File: src/rtl/wb_pkg.sv
// Shared types and helpers for the writeback arbiter (wb_arbiter, wb_lane_fifo).
// Sequence tags are stored zero-extended to SEQ_MAX_W bits; the tag MSB is selected with a mask.
package wb_pkg;

    localparam int REG_W     = 16;
    localparam int RD_W      = 3;
    localparam int NUM_REGS  = 8;
    localparam int SEQ_MAX_W = 8;

    typedef struct packed {
        logic [RD_W-1:0]      rd;
        logic [SEQ_MAX_W-1:0] seq;
        logic [REG_W-1:0]     data;
    } wb_entry_t;

    // a is older than b when (a - b) mod 2^SEQ_W has its MSB set; msb selects bit SEQ_W-1.
    function automatic logic seq_older(input logic [SEQ_MAX_W-1:0] a,
                                       input logic [SEQ_MAX_W-1:0] b,
                                       input logic [SEQ_MAX_W-1:0] msb);
        logic [SEQ_MAX_W-1:0] diff;
        diff = a - b;
        return |(diff & msb);
    endfunction

endpackage

File: src/rtl/wb_lane_fifo.sv
// Per-lane writeback request FIFO: DEPTH entries (power of two), flush beats push and pop.
module wb_lane_fifo
    import wb_pkg::*;
#(
    parameter int DEPTH = 2
) (
    input  logic      clk,
    input  logic      rst,
    input  logic      flush,
    input  logic      push,
    input  wb_entry_t push_entry,
    input  logic      pop,
    output logic      full,
    output logic      empty,
    output wb_entry_t head
);

    localparam int PTR_W = $clog2(DEPTH);

    wb_entry_t        mem_r [DEPTH];
    logic [PTR_W-1:0] wr_ptr_r;
    logic [PTR_W-1:0] rd_ptr_r;
    logic [PTR_W:0]   count_r;
    logic             do_push_s;
    logic             do_pop_s;

    assign full      = (count_r == (PTR_W+1)'(DEPTH));
    assign empty     = (count_r == (PTR_W+1)'(0));
    assign head      = mem_r[rd_ptr_r];
    assign do_push_s = push && !full && !flush;
    assign do_pop_s  = pop && !empty && !flush;

    // Pointer and occupancy tracking; pointers wrap naturally at DEPTH.
    always_ff @(posedge clk or posedge rst) begin
        if (rst) begin
            wr_ptr_r <= '0;
            rd_ptr_r <= '0;
            count_r  <= '0;
        end else if (flush) begin
            wr_ptr_r <= '0;
            rd_ptr_r <= '0;
            count_r  <= '0;
        end else begin
            if (do_push_s) wr_ptr_r <= wr_ptr_r + PTR_W'(1);
            if (do_pop_s)  rd_ptr_r <= rd_ptr_r + PTR_W'(1);
            case ({do_push_s, do_pop_s})
                2'b10:   count_r <= count_r + (PTR_W+1)'(1);
                2'b01:   count_r <= count_r - (PTR_W+1)'(1);
                default: count_r <= count_r;
            endcase
        end
    end

    // Entry storage write.
    always_ff @(posedge clk) begin
        if (do_push_s) mem_r[wr_ptr_r] <= push_entry;
    end

endmodule

File: src/rtl/wb_arbiter.sv
// Round-robin writeback arbiter with same-destination age ordering onto one register-file port.
// Optional WBARB_PERF_EN adds a saturating perf_conflicts counter output.
module wb_arbiter
    import wb_pkg::*;
#(
    parameter int  NUM_LANES = 2,
    parameter int  DEPTH     = 2,
    parameter int  SEQ_W     = 4,
    localparam int LANE_W    = $clog2(NUM_LANES)
) (
    input  logic                        clk,
    input  logic                        rst,
    input  logic                        flush,
    input  logic [NUM_LANES-1:0]        req_valid,
    output logic [NUM_LANES-1:0]        req_ready,
    input  logic [NUM_LANES-1:0]        req_isld,
    input  logic [RD_W*NUM_LANES-1:0]   req_rd,
    input  logic [REG_W*NUM_LANES-1:0]  req_ldresult,
    input  logic [REG_W*NUM_LANES-1:0]  req_aluresult,
    input  logic [SEQ_W*NUM_LANES-1:0]  req_seq,
    output logic                        wb_en,
    output logic [RD_W-1:0]             wb_rd,
    output logic [REG_W-1:0]            wb_data,
    output logic [LANE_W-1:0]           wb_lane
`ifdef WBARB_PERF_EN
    ,
    output logic [15:0]                 perf_conflicts
`endif
);

    localparam logic [SEQ_MAX_W-1:0] SEQ_MSB = SEQ_MAX_W'(1) << (SEQ_W - 1);
    localparam logic [LANE_W:0]      LANES_L = (LANE_W+1)'(NUM_LANES);

    wb_entry_t             push_entry_s [NUM_LANES];
    wb_entry_t             head_s       [NUM_LANES];
    wb_entry_t             grant_head_s;
    logic [NUM_LANES-1:0]  full_s;
    logic [NUM_LANES-1:0]  empty_s;
    logic [NUM_LANES-1:0]  push_s;
    logic [NUM_LANES-1:0]  pop_s;
    logic [NUM_LANES-1:0]  blocked_s;
    logic [NUM_LANES-1:0]  elig_s;
    logic [NUM_LANES-1:0]  rot_s;
    logic                  grant_valid_s;
    logic [LANE_W:0]       grant_off_s;
    logic [LANE_W:0]       grant_sum_s;
    logic [LANE_W:0]       grant_inc_s;
    logic [LANE_W-1:0]     grant_idx_s;
    logic [LANE_W-1:0]     next_rr_s;
    logic [LANE_W-1:0]     rr_ptr_r;

    assign req_ready = ~full_s;
    assign push_s    = req_valid & ~full_s;

    for (genvar g = 0; g < NUM_LANES; g++) begin : g_lane
        assign push_entry_s[g] = '{
            rd:   req_rd[RD_W*g +: RD_W],
            seq:  SEQ_MAX_W'(req_seq[SEQ_W*g +: SEQ_W]),
            data: req_isld[g] ? req_ldresult[REG_W*g +: REG_W] : req_aluresult[REG_W*g +: REG_W]
        };

        wb_lane_fifo #(.DEPTH(DEPTH)) u_fifo (
            .clk        (clk),
            .rst        (rst),
            .flush      (flush),
            .push       (push_s[g]),
            .push_entry (push_entry_s[g]),
            .pop        (pop_s[g]),
            .full       (full_s[g]),
            .empty      (empty_s[g]),
            .head       (head_s[g])
        );
    end

    // A head is blocked by any other head to the same rd that is older, or equal-aged on a lower lane.
    always_comb begin
        blocked_s = '0;
        for (int i = 0; i < NUM_LANES; i++) begin
            for (int j = 0; j < NUM_LANES; j++) begin
                blocked_s[i] = blocked_s[i] |
                    ((i != j) && !empty_s[j] && (head_s[j].rd == head_s[i].rd) &&
                     (seq_older(head_s[j].seq, head_s[i].seq, SEQ_MSB) ||
                      ((head_s[j].seq == head_s[i].seq) && (j < i))));
            end
        end
        elig_s = ~empty_s & ~blocked_s;
    end

    // Rotate eligibility so bit 0 is rr_ptr, pick the lowest set bit, then rotate back.
    always_comb begin
        rot_s         = NUM_LANES'({elig_s, elig_s} >> rr_ptr_r);
        grant_valid_s = |rot_s;
        grant_off_s   = '0;
        for (int k = NUM_LANES - 1; k >= 0; k--) begin
            if (rot_s[k]) grant_off_s = (LANE_W+1)'(k);
            else          grant_off_s = grant_off_s;
        end
        grant_sum_s = {1'b0, rr_ptr_r} + grant_off_s;
        grant_idx_s = (grant_sum_s >= LANES_L) ? LANE_W'(grant_sum_s - LANES_L) : LANE_W'(grant_sum_s);
        grant_inc_s = {1'b0, grant_idx_s} + (LANE_W+1)'(1);
        next_rr_s   = (grant_inc_s >= LANES_L) ? '0 : LANE_W'(grant_inc_s);
    end

    // Granted head selection and pop vector.
    always_comb begin
        grant_head_s = head_s[0];
        for (int l = 0; l < NUM_LANES; l++) begin
            if (grant_idx_s == LANE_W'(l)) grant_head_s = head_s[l];
            else                           grant_head_s = grant_head_s;
        end
        if (grant_valid_s && !flush) pop_s = NUM_LANES'(1) << grant_idx_s;
        else                         pop_s = '0;
    end

    // Registered write port and round-robin pointer; wb_rd/wb_data/wb_lane hold when idle.
    always_ff @(posedge clk or posedge rst) begin
        if (rst) begin
            wb_en    <= 1'b0;
            wb_rd    <= '0;
            wb_data  <= '0;
            wb_lane  <= '0;
            rr_ptr_r <= '0;
        end else if (flush) begin
            wb_en    <= 1'b0;
            rr_ptr_r <= '0;
        end else if (grant_valid_s) begin
            wb_en    <= 1'b1;
            wb_rd    <= grant_head_s.rd;
            wb_data  <= grant_head_s.data;
            wb_lane  <= grant_idx_s;
            rr_ptr_r <= next_rr_s;
        end else begin
            wb_en    <= 1'b0;
        end
    end

`ifdef WBARB_PERF_EN
    // Counts edges where some buffered lane is left waiting; saturates, cleared only by rst.
    always_ff @(posedge clk or posedge rst) begin
        if (rst) begin
            perf_conflicts <= 16'h0000;
        end else if ((|(~empty_s & ~pop_s)) && (perf_conflicts != 16'hFFFF)) begin
            perf_conflicts <= perf_conflicts + 16'h0001;
        end else begin
            perf_conflicts <= perf_conflicts;
        end
    end
`endif

endmodule

File: config.mk
export PLATFORM = sky130hd
export DESIGN_NAME = wb_arbiter
export DESIGN_NICKNAME = d
export VERILOG_FILES = /design/src/rtl/wb_pkg.sv /design/src/rtl/wb_lane_fifo.sv /design/src/rtl/wb_arbiter.sv
export SDC_FILE = /design/constraint.sdc
export NUM_CORES = 1
export LEC_CHECK = 0
export ABC_CLOCK_PERIOD_IN_PS = 9900
export CAP_MARGIN = 0
export CELL_PAD_IN_SITES_DETAIL_PLACEMENT = 1
export CELL_PAD_IN_SITES_GLOBAL_PLACEMENT = 1
export CORE_ASPECT_RATIO = 1.5
export CORE_MARGIN = 2
export CORE_UTILIZATION = 46
export CTS_BUF_LIST = sky130_fd_sc_hd__clkbuf_4 sky130_fd_sc_hd__clkbuf_8 sky130_fd_sc_hd__clkbuf_16
export CTS_CLUSTER_DIAMETER = 60
export CTS_CLUSTER_SIZE = 24
export DETAILED_ROUTE_END_ITERATION = 7
export HOLD_SLACK_MARGIN = 0.12
export PLACE_DENSITY = 0.91
export SLEW_MARGIN = 20
export SYNTH_ARGS = -nofsm -noshare
export SYNTH_HDL_FRONTEND = slang
export SYNTH_SLANG_ARGS = --single-unit
export TNS_END_PERCENT = 100
File: constraint.sdc
create_clock -name clk -period 9.9 [get_ports clk]
set_input_delay 2.97 -clock clk [delete_from_list [all_inputs] [get_ports clk]]
set_output_delay 2.97 -clock clk [all_outputs]
set_load 0.1 [all_outputs]
==> results of run 1 <==
==> area by class of cell <==
| type | count | area, um^2 | share of cell area (%) |
|---|---|---|---|
| flip-flops and latches | 122 | 3510 | 48.3 |
| multi-input cells | 192 | 1790 | 24.6 |
| repair buffers | 114 | 1120 | 15.5 |
| clock buffers | 28 | 592 | 8.14 |
| well taps | 150 | 188 | 2.58 |
| inverters | 11 | 41.3 | 0.568 |
| clock inverters | 4 | 21.3 | 0.293 |
==> cell usage in the layout (no fill, tap or decap), types with 2 or more instances in the layout <==
| master | synthesis | final |
|---|---|---|
| sky130_fd_sc_hd__nand2_1 | 5 | 5 |
| sky130_fd_sc_hd__xnor2_1 | 4 | 4 |
| sky130_fd_sc_hd__clkdlybuf4s50_1 | 0 | 107 |
| sky130_fd_sc_hd__inv_1 | 11 | 10 |
| sky130_fd_sc_hd__xor2_1 | 3 | 3 |
| sky130_fd_sc_hd__mux2_2 | 32 | 32 |
| sky130_fd_sc_hd__dfrtp_1 | 30 | 30 |
| sky130_fd_sc_hd__o21ai_0 | 2 | 2 |
| sky130_fd_sc_hd__nor2_1 | 4 | 4 |
| sky130_fd_sc_hd__ha_1 | 6 | 6 |
| sky130_fd_sc_hd__mux2i_1 | 50 | 50 |
| sky130_fd_sc_hd__clkbuf_8 | 0 | 5 |
| sky130_fd_sc_hd__o221ai_2 | 16 | 16 |
| sky130_fd_sc_hd__buf_4 | 3 | 7 |
| sky130_fd_sc_hd__clkbuf_16 | 0 | 20 |
| sky130_fd_sc_hd__nand2b_1 | 4 | 4 |
| sky130_fd_sc_hd__nand3_1 | 21 | 21 |
| sky130_fd_sc_hd__clkbuf_4 | 0 | 3 |
| sky130_fd_sc_hd__o221ai_1 | 3 | 3 |
| sky130_fd_sc_hd__clkinv_2 | 0 | 3 |
| sky130_fd_sc_hd__and2_1 | 2 | 2 |
| sky130_fd_sc_hd__a21oi_1 | 9 | 9 |
| sky130_fd_sc_hd__nor3b_2 | 0 | 2 |
| sky130_fd_sc_hd__o211ai_1 | 2 | 2 |
| sky130_fd_sc_hd__nand3b_1 | 5 | 5 |
| sky130_fd_sc_hd__edfxtp_1 | 92 | 92 |
| sky130_fd_sc_hd__or3_1 | 2 | 2 |
| sky130_fd_sc_hd__nor3_2 | 0 | 2 |
==> metal layers <==
metal	up-vias	part of all wire (%)	track usage (%)
li1	1570	-	-
met1	1800	36	28.2
met2	119	58	47.4
met3	29	3.2	3.85
met4	0	3.0	11.8
met5	-	0	0
==> per-stage QoR <==
step	instance area [um^2]	power (W)	setup slack (ns)	util, %
finish	7270	0.00216	4.40	63.0
detailed placement	6660	0.00152	4.17	57.7
floorplan	5440	0.00130	4.34	-
CTS	7270	0.00217	4.47	63.0
global placement	6660	0.00149	4.31	57.7
global route	7270	0.00223	4.27	63.0
==> tightest hold or removal path, stage by stage (launching register included) <==
cell                       delay, ns
sky130_fd_sc_hd__dfrtp_1        0.36
sky130_fd_sc_hd__nand3_1        0.09
sky130_fd_sc_hd__o221ai_2       0.07
==> power by group <==
part           leakage (nW)  switching (W)  internal [W]
Sequential             1.23      0.0000606      0.000634
Combinational          1.09       0.000581      0.000257
Clock                 0.312       0.000221      0.000406
==> state kept, by name, indices dropped and copies added (netlist names) <==
register and cells:
wb_lane 1, wb_en 1, g_lane.u_fifo.mem_r 92, g_lane.u_fifo.rd_ptr_r 2
rr_ptr_r 1, wb_data 16, g_lane.u_fifo.wr_ptr_r 2, g_lane.u_fifo.count_r 4
wb_rd 3
==> logic make-up (layout without fill, tap and decap cells) <==
logic type,after synthesis,after routing,share of synthesized area [%]
flip-flops,122,122,64.6
multiplexers,83,83,16.0
AND/OR/NAND/NOR,53,53,5.48
AO/OA/AOI/OAI,42,42,8.10
buffers and inverters,32,157,2.83
XOR/XNOR,8,8,1.56
adder cells (fa/ha/maj),6,6,1.38
==> final timing paths <==
check                        endpoint  slack, ns  depth (start not counted)
min reg2reg                wb_data[8]       0.56                          2
max in group asynchronous  wb_data[3]       6.48                          2
max reg2reg                  wb_rd[0]       5.83                          7
min                        wb_data[8]       0.56                          2
min in group asynchronous    wb_rd[1]       3.00                          2
max                          wb_rd[0]       4.40                          6
==> implementation parameters, run 1 <==
Parameter                              Value

Timing
  Clock period minus worst slack    5.50 ns
  Worst-Margin Slew    1.08 ns
  Number of hold violations in the final report    0
  Setup repair after global routing missed its margin    no
  Final clock period utilization by the worst path    55.5%
  Final TNS setup    0 ns
  Worst-case hold slack    0.563 ns
  Total of endpoints with negative setup slack in the final report    0
  Max-slew violation count    0
  Max Clock Freq    0.182 GHz
  Relative slew slack    28.1%
  Clock Skews    0.00703 ns

Detailed routing
  Via Count    3518
  Post-route antenna net violation count    0
  First-iteration detailed-routing DRC count    233
  DR WL/cell    24.4 um
  Drt via density    5.67
  First drt pass iteration count    4
  Total Wirelength    15100 um
  DRC viols    0

Critical path
  Number of buffers and inverters on the critical path    3
  Critical path required time    10.12 ns
  Crit Path Max Fanout    20
  Delay of the slowest cell on the worst path    0.98 ns
  Setup crit end kind    flop
  Worst setup SP type    input pin
  Series of cell instances along the critical path    clkdlybuf4s50_1 -> inv_1 -> o211ai_1 -> buf_4 -> or2_1 -> o221ai_1
  CP top delay family    buffers and inverters
  Arrival time of data at the critical path endpoint    5.72 ns
  Crit path max-delay cell type    sky130_fd_sc_hd__clkdlybuf4s50_1
  Kind of critical path    input pin to flop
  CP startpoint    flush
  Startpoint of the lowest-slack register-to-register path    g_lane[0].u_fifo.rd_ptr_r

Synthesis
  Library cell with the largest summed area after synthesis    sky130_fd_sc_hd__edfxtp_1
  Dominant synthesized flop cell    sky130_fd_sc_hd__edfxtp_1
  Most frequent cell after synthesis    sky130_fd_sc_hd__edfxtp_1
  Top cells by instance count after synthesis    92 x sky130_fd_sc_hd__edfxtp_1, 50 x sky130_fd_sc_hd__mux2i_1, 32 x sky130_fd_sc_hd__mux2_2, 30 x sky130_fd_sc_hd__dfrtp_1, 21 x sky130_fd_sc_hd__nand3_1
  Synth warn    0
  Post-Synthesis Net Count    437
  Cell variety after synth    43
  Synth Register Bits    122
  Netlist Area Pre-Place    5440 um^2
  Share of synthesized registers carrying an async set or reset    24.6%
  Count of flip-flops with a built-in enable after synthesis    92
  Cell types with the largest area share after synthesis    sky130_fd_sc_hd__edfxtp_1 51%, sky130_fd_sc_hd__dfrtp_1 14%, sky130_fd_sc_hd__mux2i_1 9.2%, sky130_fd_sc_hd__mux2_2 6.6%, sky130_fd_sc_hd__o221ai_2 4.4%
  Share of synthesized area occupied by flip-flops and latches    64.6%
  Average instance area after synthesis    15.7 um^2
  Area fraction of the dominant cell type after synthesis    50.8%
  Cell count after synthesis    346

Die
  Std cell rows    48
  Number of placed I/O pins    108
  Total Die Area    12700 um^2
  Effective utilization at floorplan    47.2%
  Chip Height    137 um
  Die Width    92.8 um
  Floorplan Core Area    11500 um^2

Placed design
  Detailed placement HPWL    10100 um
  Count of placed standard cells including taps    589
  Port bufs    107
  Gpl congestion    0.865

Layout
  Diodes inserted    0
  Finished Layout Cells    621
  Ratio of cells with drive above 1 in the final layout    20.6%
  Layout filler cell count    1076
  Count of nets after finishing    549
  Layout overhead on the synthesized area    33.7%

Pwr
  Leakage    2.63 nW
  Worst-case vdd ir drop    0.000245 V
  Power density cells    297 nW/um^2

Clock network
  Number of CTS-inserted buffers    17
  Master cell of the clock root buffer    sky130_fd_sc_hd__clkbuf_16
  CTS max path bufs    2
  Number of clock sinks seen by CTS    122
  Clk pin slew, worst setup/hold paths    0.06 ns
  CTS tree    yes
  Post-cts repair resize count    0
  H-tree Lvls    4
  Number of hold buffers added after CTS    0
  Clock latency on the worst-skew pair    0.42 ns
  Post-CTS setup buffer count    0

Run status
  Result of the run    finished clean

Global route
  GRT overflow    0
  Number of antenna violations at the first check in global routing    0
  Pin count of the biggest net entering global routing    31
  Global router's overall resource usage    25.5%
  First-pass GRT wire length    23200 um
  Number of global-route vias before repair    3963

Min path
  Class of the most critical hold timing path    flop to flop
  Startpoint of the worst hold path    wb_data[8]

Flow run
  MaxCap Viol Count    0
No activity file was read; power rests on OpenSTA's default activity.
==> run 2: changes to the inputs <==
- ABC_CLOCK_PERIOD_IN_PS: 9900 -> 5650
- CORE_UTILIZATION: 46 -> 43
- PLACE_DENSITY: 0.91 -> 0.86
- clock period: 9.9 -> 5.65 ns (I/O delays scaled with it)
==> implementation parameters, run 2 (synthesis results as in run 1) <==
Parameter                              Value

Detailed routing
  Via Count    3517 (was 3518)
  Total Wirelength    14800 um (was 15100 um)
  Met3 routed wirelength    764 um (was 487 um)
  Drt via density    5.61 (was 5.67)
  DR WL/cell    23.6 um (was 24.4 um)
  DRC viols    0 (unchanged)
  Post-route antenna net violation count    0 (unchanged)
  First-iteration detailed-routing DRC count    226 (was 233)
  Top routing layer used    met4 (unchanged)
  First drt pass iteration count    5 (was 4)
  Routed length on met2    8200 um (was 8730 um)
  WL met1    5330 um (was 5450 um)

Flow run
  MaxCap Viol Count    0 (unchanged)

Critical path
  Crit Path Max Fanout    20 (unchanged)
  Arrival time of data at the critical path endpoint    4.44 ns (was 5.72 ns)
  Critical path required time    5.88 ns (was 10.12 ns)
  Worst setup SP type    input pin (unchanged)
  Endpoint of the most critical register-to-register path    wb_rd[1] (was wb_rd[0])
  CP startpoint    flush (unchanged)
  Startpoint of the lowest-slack register-to-register path    g_lane[1].u_fifo.rd_ptr_r (was g_lane[0].u_fifo.rd_ptr_r)
  Setup crit end kind    flop (unchanged)
  Slack of the worst reg-to-reg path    1.47 ns (was 5.83 ns)
  Register-to-Register Path Depth    8 (was 7)
  Critical path destination    wb_rd[1] (was wb_rd[0])
  Kind of critical path    input pin to flop (unchanged)

Layout
  Largest register by flop count    g_lane.u_fifo.mem_r (unchanged)
  Regs by FF count    g_lane.u_fifo.mem_r: 92 flops, wb_data: 16 flops, g_lane.u_fifo.count_r: 4 flops (unchanged)
  Most common library cell in the layout ignoring fill and taps    sky130_fd_sc_hd__clkdlybuf4s50_1 (unchanged)
  Count of nets after finishing    549 (unchanged)
  Sequential Area    3510 um^2 (unchanged)
  Core utilization of the finished layout    58.4% (was 63.0%)
  Layout filler cell count    1190 (was 1076)
  Layout overhead on the synthesized area    33.0% (was 33.7%)
  Area used by multi-input combinational logic    1790 um^2 (unchanged)
  Diodes inserted    0 (unchanged)
  Largest register FFs    92 (unchanged)
  Post-route cell area    7230 um^2 (was 7270 um^2)
  Most frequent cells in the layout    107 x sky130_fd_sc_hd__clkdlybuf4s50_1, 92 x sky130_fd_sc_hd__edfxtp_1, 50 x sky130_fd_sc_hd__mux2i_1, 32 x sky130_fd_sc_hd__mux2_2, 30 x sky130_fd_sc_hd__dfrtp_1 (unchanged)
  Ratio of cells with drive above 1 in the final layout    20.6% (unchanged)

Pwr
  Leakage    2.61 nW (was 2.63 nW)
  Power density cells    514 nW/um^2 (was 297 nW/um^2)
  Worst-case vdd ir drop    0.000306 V (was 0.000245 V)

Placed design
  Area of placed instances    6660 um^2 (about the same)
  Gpl congestion    0.828 (was 0.865)
  Port bufs    107 (unchanged)
  Detailed placement HPWL    9690 um (was 10100 um)
  Pre-CTS worst setup slack    1.19 ns (was 4.17 ns)

Die
  Chip Height    142 um (was 137 um)
  Effective utilization at floorplan    43.9% (was 47.2%)
  Floorplan Core Area    12400 um^2 (was 11500 um^2)
  Number of placed I/O pins    108 (unchanged)
  Std cell rows    50 (was 48)
  Die Width    95.8 um (was 92.8 um)
  Total Die Area    13600 um^2 (was 12700 um^2)

Global route
  Pin count of the biggest net entering global routing    31 (unchanged)
  First-pass GRT wire length    22500 um (was 23200 um)
  Number of antenna violations at the first check in global routing    0 (unchanged)
  GRT overflow    0 (unchanged)
  Global router's overall resource usage    23.1% (was 25.5%)
  Number of global-route vias before repair    3884 (was 3963)

Timing
  Setup repair after global routing missed its margin    no (unchanged)
  Total of endpoints with negative setup slack in the final report    0 (unchanged)
  Smallest setup slack after layout    1.44 ns (was 4.40 ns)
  Number of hold violations in the final report    0 (unchanged)
  Worst-Margin Slew    1.12 ns (was 1.08 ns)
  Clock Skews    0.00937 ns (was 0.00703 ns)
  Max Clock Freq    0.237 GHz
  Final TNS setup    0 ns (unchanged)
  Relative slew slack    25.6% (was 28.1%)
  Clock period minus worst slack    4.21 ns
  Max-slew violation count    0 (unchanged)
  Final clock period utilization by the worst path    74.6%

Clock network
  H-tree Lvls    4 (unchanged)
  CTS max path bufs    2 (unchanged)
  Post-cts repair resize count    0 (unchanged)
  Clock latency on the worst-skew pair    0.41 ns (was 0.42 ns)
  CTS tree    yes (unchanged)
  Number of clock sinks seen by CTS    122 (unchanged)
  Post-CTS setup buffer count    0 (unchanged)
  Clk pin slew, worst setup/hold paths    0.05 ns (was 0.06 ns)
  Number of hold buffers added after CTS    0 (unchanged)
  Number of CTS-inserted buffers    17 (unchanged)
  Master cell of the clock root buffer    sky130_fd_sc_hd__clkbuf_16 (unchanged)

Run status
  Result of the run    finished clean (unchanged)

Min path
  Class of the most critical hold timing path    flop to flop (unchanged)
[run 2: per-layer routing]
| metal | vias to the layer above | global-route usage [%] |
|---|---|---|
| li1 | 1558 | - |
| met1 | 1787 | 26.0 |
| met2 | 138 | 40.9 |
| met3 | 34 | 5.42 |
| met4 | 0 | 10.3 |
| met5 | - | 0 |
[run 2: where the power goes]
part | internal [W] | leakage [nW] | total, W | switching, W
logic | 0.000450 | 1.09 | 0.00146 | 0.00101
clock network | 0.000663 | 0.293 | 0.00103 | 0.000366
registers | 0.00111 | 1.23 | 0.00123 | 0.000115
total | 0.00222 | 2.61 | 0.00372 | 0.00149
[run 2: stage by stage]
stage	std cells	total power [W]	hold slack, ns
2_1_floorplan	346	0.00228	0.518
3_3_place_gp	595	0.00261	0.538
3_5_place_dp	595	0.00266	0.534
4_1_cts	627	0.00373	0.547
5_1_grt	627	0.00384	0.576
6_report	627	0.00372	0.557
[run 2: layout make-up]
type	count	area share, %
Tap cell	156	2.70
Multi-Input combinational cell	192	24.7
Sequential cell	122	48.6
Inverter	11	0.571
Clock buffer	30	7.75
Timing Repair Buffer	114	15.5
Clock inverter	2	0.138
[run 2: worst min-delay path by stage]
stage                                              from           to  cells after the start
final                                          wb_rd[2]     wb_rd[2]                      2
after global routing                           wb_rd[2]     wb_rd[2]                      2
after CTS                                      wb_rd[2]     wb_rd[2]                      2
after detailed placement                       wb_rd[2]     wb_rd[2]                      2
after global placement                      wb_data[10]  wb_data[10]                      2
after floorplan           g_lane[0].u_fifo.mem_r[0][10]  wb_data[10]                      2
[run 2: critical path, stage by stage]
cell	delay, ns
sky130_fd_sc_hd__clkdlybuf4s50_1	0.97
sky130_fd_sc_hd__inv_1	0.15
sky130_fd_sc_hd__o211ai_1	0.15
sky130_fd_sc_hd__buf_4	0.28
sky130_fd_sc_hd__or2_1	0.89
sky130_fd_sc_hd__o221ai_1	0.29
==> RTL edit 1, RTL diff (flow settings as in run 2) <==
`DEPTH` is set to 2 in 2 places; all go to 4.
--- a/src/rtl/wb_lane_fifo.sv
+++ b/src/rtl/wb_lane_fifo.sv
@@ -4,3 +4,3 @@
 #(
-    parameter int DEPTH = 2
+    parameter int DEPTH = 4
 ) (
--- a/src/rtl/wb_arbiter.sv
+++ b/src/rtl/wb_arbiter.sv
@@ -6,3 +6,3 @@
     parameter int  NUM_LANES = 2,
-    parameter int  DEPTH     = 2,
+    parameter int  DEPTH     = 4,
     parameter int  SEQ_W     = 4,
Check against the original RTL: not equivalent (a bounded check fails within 4 cycles, from zero or initial values and one cycle with rst high).
==> RTL edit 1 against run 2 <==
- count of clock-buffer cells in the layout fell by 11
- sequential share of layout area rose by 9.6 points
- setup slack got worse by 0.68 ns
- final area rose by 53%
- worst hold slack got worse by 0.014 ns
- sequential cell count rose by 98
- wire length rose by 37%
- synthesized area rose by 69%
- power rose by 37%
==> RTL edit 1: results (changes against run 2) <==
[pwr]
ir_worst_vdd_uv=447  ; +46%
total_leakage_power_nw=3.78  ; +45%

[global_routing]
grt_max_degree=37  ; +19%
grt.total_usage_pct=18.8  ; -4.3 points
grt_pass1_wl_mm=31.7  ; +41%
grt_pass1_vias=5463  ; +41%
antenna_found_initial=0  ; unchanged

[worst_setup_path]
max_stage_delay_ns=1.05  ; +0.08 ns
worst_r2r_path_depth=13  ; +5
cp-start-kind=flip-flop
ff2ff_setup_slack_ns=0.76  ; -0.71 ns
crit_arrival_ns=5.27  ; +0.83 ns
reg2reg_to=g_lane[0].u_fifo.count_r[2]
crit_path_max_fanout=25  ; +25%
r2r_start=g_lane[1].u_fifo.rd_ptr_r[1]
cp_slowest_cell=dfrtp_1
crit_family=compound AO/OA/AOI/OAI gates

[placement]
hpwlAfterDp_mm=14.2  ; +47%
gp_congestion=0.916  ; +11%
portBuffers=107  ; unchanged

[hold_path]
hold_depth=2  ; unchanged
min_from=wb_data[7]
hold_path_class=reg2reg
hold_end=wb_data[7]

[clock_network]
post_cts_buffers=0  ; unchanged
cts_made_buffers=14  ; -3
clkTransAtPathRegs_ns=0.09  ; +0.04 ns
cts_resized=0  ; unchanged
cts_max_level=1  ; -3
cts_root_buf=clkbuf_16
clk_latency_ns=0.49  ; +0.08 ns
clk_path_buf_depth=3  ; +1

[finish]
biggestRegsByFlops=g_lane.u_fifo.mem_r (184), wb_data (16), g_lane.u_fifo.count_r (6)
antenna_cells=0  ; unchanged
nets=707  ; +29%
drive_gt1_share_pct=20.0  ; -0.56 points

[route]
via_count=4904  ; +39%
antenna_left=0  ; unchanged
firstDrtPassIters=4  ; -1
post_drt_wl_per_cell_microns=23.0  ; -2.5%
drt_iter0_markers=354  ; +57%

[logic_synthesis]
synth.top_cells.by_count=edfxtp_1 (184), mux4_2 (46), dfrtp_1 (36)
synth_top_area_share_pct=60.1  ; +9.3 points
async_reset_ff_share_pct=16.4  ; -8.2 points
syn-num-nets=594  ; +36%
yosys-top-cells-area=edfxtp_1 (60%), mux4_2 (11%), dfrtp_1 (9.8%), mux2_2 (3.9%), ha_1 (1.9%)
ys_seq_area_share_pct=70.0  ; +5.3 points
ys_types=46  ; +7.0%
yosys_warnings=0  ; unchanged
synth_edf_count=184  ; +100%

[sta]
fin_tns_setup_ns=0  ; unchanged
holdWs_ns=0.543  ; -0.0144 ns
fin_skew_ns=0.0348  ; +0.0254 ns
tightest_slew_ns=1.06  ; -0.0603 ns

[outcome]
outcome=completed

## RTL edit 1: changes by cell type in the layout (fill, tap and decap cells not counted), sizes merged, moves of 15 or more
cell    before  now
a221o        1   16
edfxtp      92  184
mux2i       50    4
mux4         0   46
nand3       21    4
nor2         4   20
nor2b        0   19
o221ai      19    0
## RTL edit 1: area by class of cell
cell class / count / area [sq um]
Fill cell: 1973 / 9940
Sequential cell: 220 / 6430
Multi-Input combinational cell: 229 / 2580
Timing Repair Buffer: 120 / 1170
Clock buffer: 19 / 405
Tap cell: 268 / 335
Inverter: 21 / 78.8
Clock inverter: 5 / 51.3
## RTL edit 1: worst max path at each step
stage / from / to / slack, ns / cells past startpoint
detailed placement: g_lane[1].u_fifo.rd_ptr_r[1] / g_lane[0].u_fifo.count_r[2] / 0.82 / 13
global route: g_lane[1].u_fifo.rd_ptr_r[1] / g_lane[0].u_fifo.count_r[2] / 0.47 / 13
finish: g_lane[1].u_fifo.rd_ptr_r[1] / g_lane[0].u_fifo.count_r[2] / 0.76 / 13
floorplan: g_lane[0].u_fifo.rd_ptr_r[0] / g_lane[0].u_fifo.count_r[2] / 1.34 / 15
global placement: g_lane[1].u_fifo.rd_ptr_r[1] / g_lane[0].u_fifo.count_r[2] / 1.27 / 13
CTS: g_lane[1].u_fifo.rd_ptr_r[1] / g_lane[0].u_fifo.count_r[2] / 0.78 / 13
## RTL edit 1: power by group
| group | internal (mW) | leakage (nW) | switching [mW] |
|---|---|---|---|
| logic | 0.693 | 1.44 | 1.24 |
| registers | 1.96 | 2.12 | 0.160 |
| clock network | 0.525 | 0.220 | 0.527 |
| total | 3.18 | 3.78 | 1.92 |
## RTL edit 1: metal layers
metal,track usage (%),vias to the layer above,wire length [microns]
met5,0,-,0
met4,7.45,0,723
met3,2.49,40,965
met2,32.6,151,10900
met1,23.7,2563,7670
li1,-,2150,-
## RTL edit 1: per-stage QoR
step                      instance area [sq um]  setup WS [ns]  std cells
after global placement                    10600           1.27        858
final                                     11000          0.758        882
after global routing                      11000          0.474        882
after floorplan                            9190           1.34        493
after detailed placement                  10600          0.817        858
after CTS                                 11000          0.783        882
## RTL edit 1: cells by family (layout without fill, tap and decap cells)
family	after synthesis	after routing	synth area share (%)
flops	220	220	70.0
xor+xnor	10	10	1.20
compound gates	43	43	4.26
mux	86	86	16.1
simple gates	74	74	4.14
buf+inv	44	165	1.97
fa+ha+maj	16	16	2.34
## RTL edit 1: worst register-to-register path, cell delays in order, from the launching register on
cell,delay [ns]
dfrtp_1,1.05
mux4_2,0.43
inv_1,0.05
ha_1,0.34
nor2b_1,0.16
o21ai_0,0.26
a32oi_1,0.14
a2111oi_0,0.77
o211ai_2,0.48
a21oi_1,0.32
fa_1,0.23
and3_1,0.15
mux2i_1,0.07
mux2_1,0.33
==> RTL edit 2, RTL diff (config.mk and constraints of run 2) <==
Without the edit above. Build with the macro `WBARB_PERF_EN` defined.
--- a/src/rtl/wb_arbiter.sv
+++ b/src/rtl/wb_arbiter.sv
@@ -2,2 +2,4 @@
 // Optional WBARB_PERF_EN adds a saturating perf_conflicts counter output.
+`define WBARB_PERF_EN
+
 module wb_arbiter
Formal check against the unedited RTL (old outputs only; new: perf_conflicts): equivalent (Yosys induction, for registers that start in step).
==> RTL edit 2 against run 2 <==
- setup slack improved by 0.30 ns
- critical path type is now reg2reg
- final area increased by 11%
- core utilization up 0.98 points
- critical path depth rose by 5
- sequential cell count up 16
- clock skew hardly changed
- wire length up 17%
- largest cell class unchanged
- first-iteration DRC count decreased by 32%
- die area increased by 9.7%
- synthesized area increased by 10%
- power is 24% higher
==> RTL edit 2: results (changes against run 2) <==
[outcome]
outcome=completed

[global_routing]
grt_pass1_wl_mm=26.7  ; +19%
grt_max_degree=47  ; +52%
grt_pass1_vias=4725  ; +22%
grt.total_usage_pct=24.4  ; +1.2 points

[logic_synthesis]
ys_types=41  ; -4.7%
yosys-top-cells-area=edfxtp_1 (46%), dfrtp_1 (19%), mux2i_1 (7.9%), mux2_2 (6.0%), xor2_1 (2.9%)
synth_edf_count=92  ; unchanged
ys_seq_area_share_pct=65.4  ; +0.77 points
synth.top_cells.by_count=edfxtp_1 (92), mux2i_1 (47), dfrtp_1 (46)
async_reset_ff_share_pct=33.3  ; +8.7 points
syn-num-nets=500  ; +14%

[pwr]
total_leakage_power_nw=3.09  ; +18%
ir_worst_vdd_uv=378  ; +24%
swShare_pct=44.1  ; +3.9 points

[worst_setup_path]
worst_r2r_path_depth=11  ; +3
crit_arrival_ns=4.22  ; -0.22 ns
max_stage_delay_ns=0.77  ; -0.20 ns
cp_slowest_cell=dfrtp_1
crit_path_max_fanout=15  ; -25%
crit_family=compound AO/OA/AOI/OAI gates
cp-start-kind=flip-flop

[placement]
portBuffers=123  ; +15%
gp_congestion=0.711  ; -14%
hpwlAfterDp_mm=10.9  ; +12%

[route]
drt_iter0_markers=153  ; -32%
firstDrtPassIters=4  ; -1
drt-total-wl_mm=17.3  ; +17%
via_count=4049  ; +15%
dr_wl_met2_mm=9.70  ; +18%
wl_met1_mm=6.29  ; +18%
wl_met3_microns=830  ; +8.6%

[finish]
nets=629  ; +15%
drive_gt1_share_pct=15.6  ; -5.0 points
biggestRegsByFlops=g_lane.u_fifo.mem_r (92), perf_conflicts (16), wb_data (16)
nFillCells=1274  ; +7.1%

[hold_path]
hold_depth=1  ; -1
hold_path_class=reg2reg

[clock_network]
post_cts_buffers=0  ; unchanged
clk_path_buf_depth=2  ; unchanged
cts_resized=0  ; unchanged
clkTransAtPathRegs_ns=0.07  ; +0.02 ns
clk_latency_ns=0.42
cts_hold_buffers=0  ; unchanged
cts_max_level=4  ; unchanged
cts_root_buf=clkbuf_16

[sta]
fin_skew_ns=0.00986  ; +0.000491 ns
tightest_slew_ns=1.05  ; -0.0698 ns

RTL edit 2: cell type report:
class	instances	share of cell area [%]
clock buffer	17	5.29
clock inverter	15	2.55
inverter	11	0.529
multi-input combinational	238	24.3
sequential	138	48.7
tap	162	2.52
timing repair buffer	131	16.1
RTL edit 2: worst paths after layout:
path | startpoint | to | slack [ns]
worst max-delay path | g_lane[0].u_fifo.rd_ptr_r | perf_conflicts[1] | 1.73
worst min-delay path | perf_conflicts[8] | perf_conflicts[8] | 0.49
worst max register to register | g_lane[0].u_fifo.rd_ptr_r | perf_conflicts[1] | 1.73
worst min register to register | perf_conflicts[8] | perf_conflicts[8] | 0.49
max in group asynchronous | rst | wb_en | 3.37
min in group asynchronous | rst | perf_conflicts[4] | 1.75
RTL edit 2: logic make-up after synthesis:
family                   after synthesis  synth area share [%]
flip-flops                           138                  65.4
XOR/XNOR                              27                  4.18
adder cells (fa/ha/maj)                7                  1.46
multiplexers                          81                  14.4
buffers and inverters                 32                  2.28
AND/OR/NAND/NOR                       89                  7.23
AO/OA/AOI/OAI                         34                  5.10
RTL edit 2: per-stage QoR:
step	worst slack, ns	area, sq um	hold WS, ns	instances
after global placement	1.83	7400	0.460	680
after CTS	1.75	8040	0.493	712
after floorplan	1.56	5990	0.518	408
final	1.73	8040	0.489	712
after detailed placement	1.78	7400	0.483	680
after global routing	1.57	8040	0.521	712
RTL edit 2: metal layers:
| layer | track usage (%) | up-vias |
|---|---|---|
| met5 | 0 | - |
| met2 | 45.4 | 182 |
| met3 | 4.89 | 43 |
| met1 | 26.5 | 2041 |
| li1 | - | 1783 |
| met4 | 10.0 | 0 |
RTL edit 2: power by group through the flow:
stage | clock, mW | sequential (mW) | combinational [mW]
2_1_floorplan | 0 | 2.09 | 0.762
3_3_place_gp | 0 | 1.44 | 1.84
4_1_cts | 1.21 | 1.45 | 1.97
3_5_place_dp | 0 | 1.46 | 1.92
5_1_grt | 1.25 | 1.47 | 2.05
6_report | 1.20 | 1.45 | 1.96
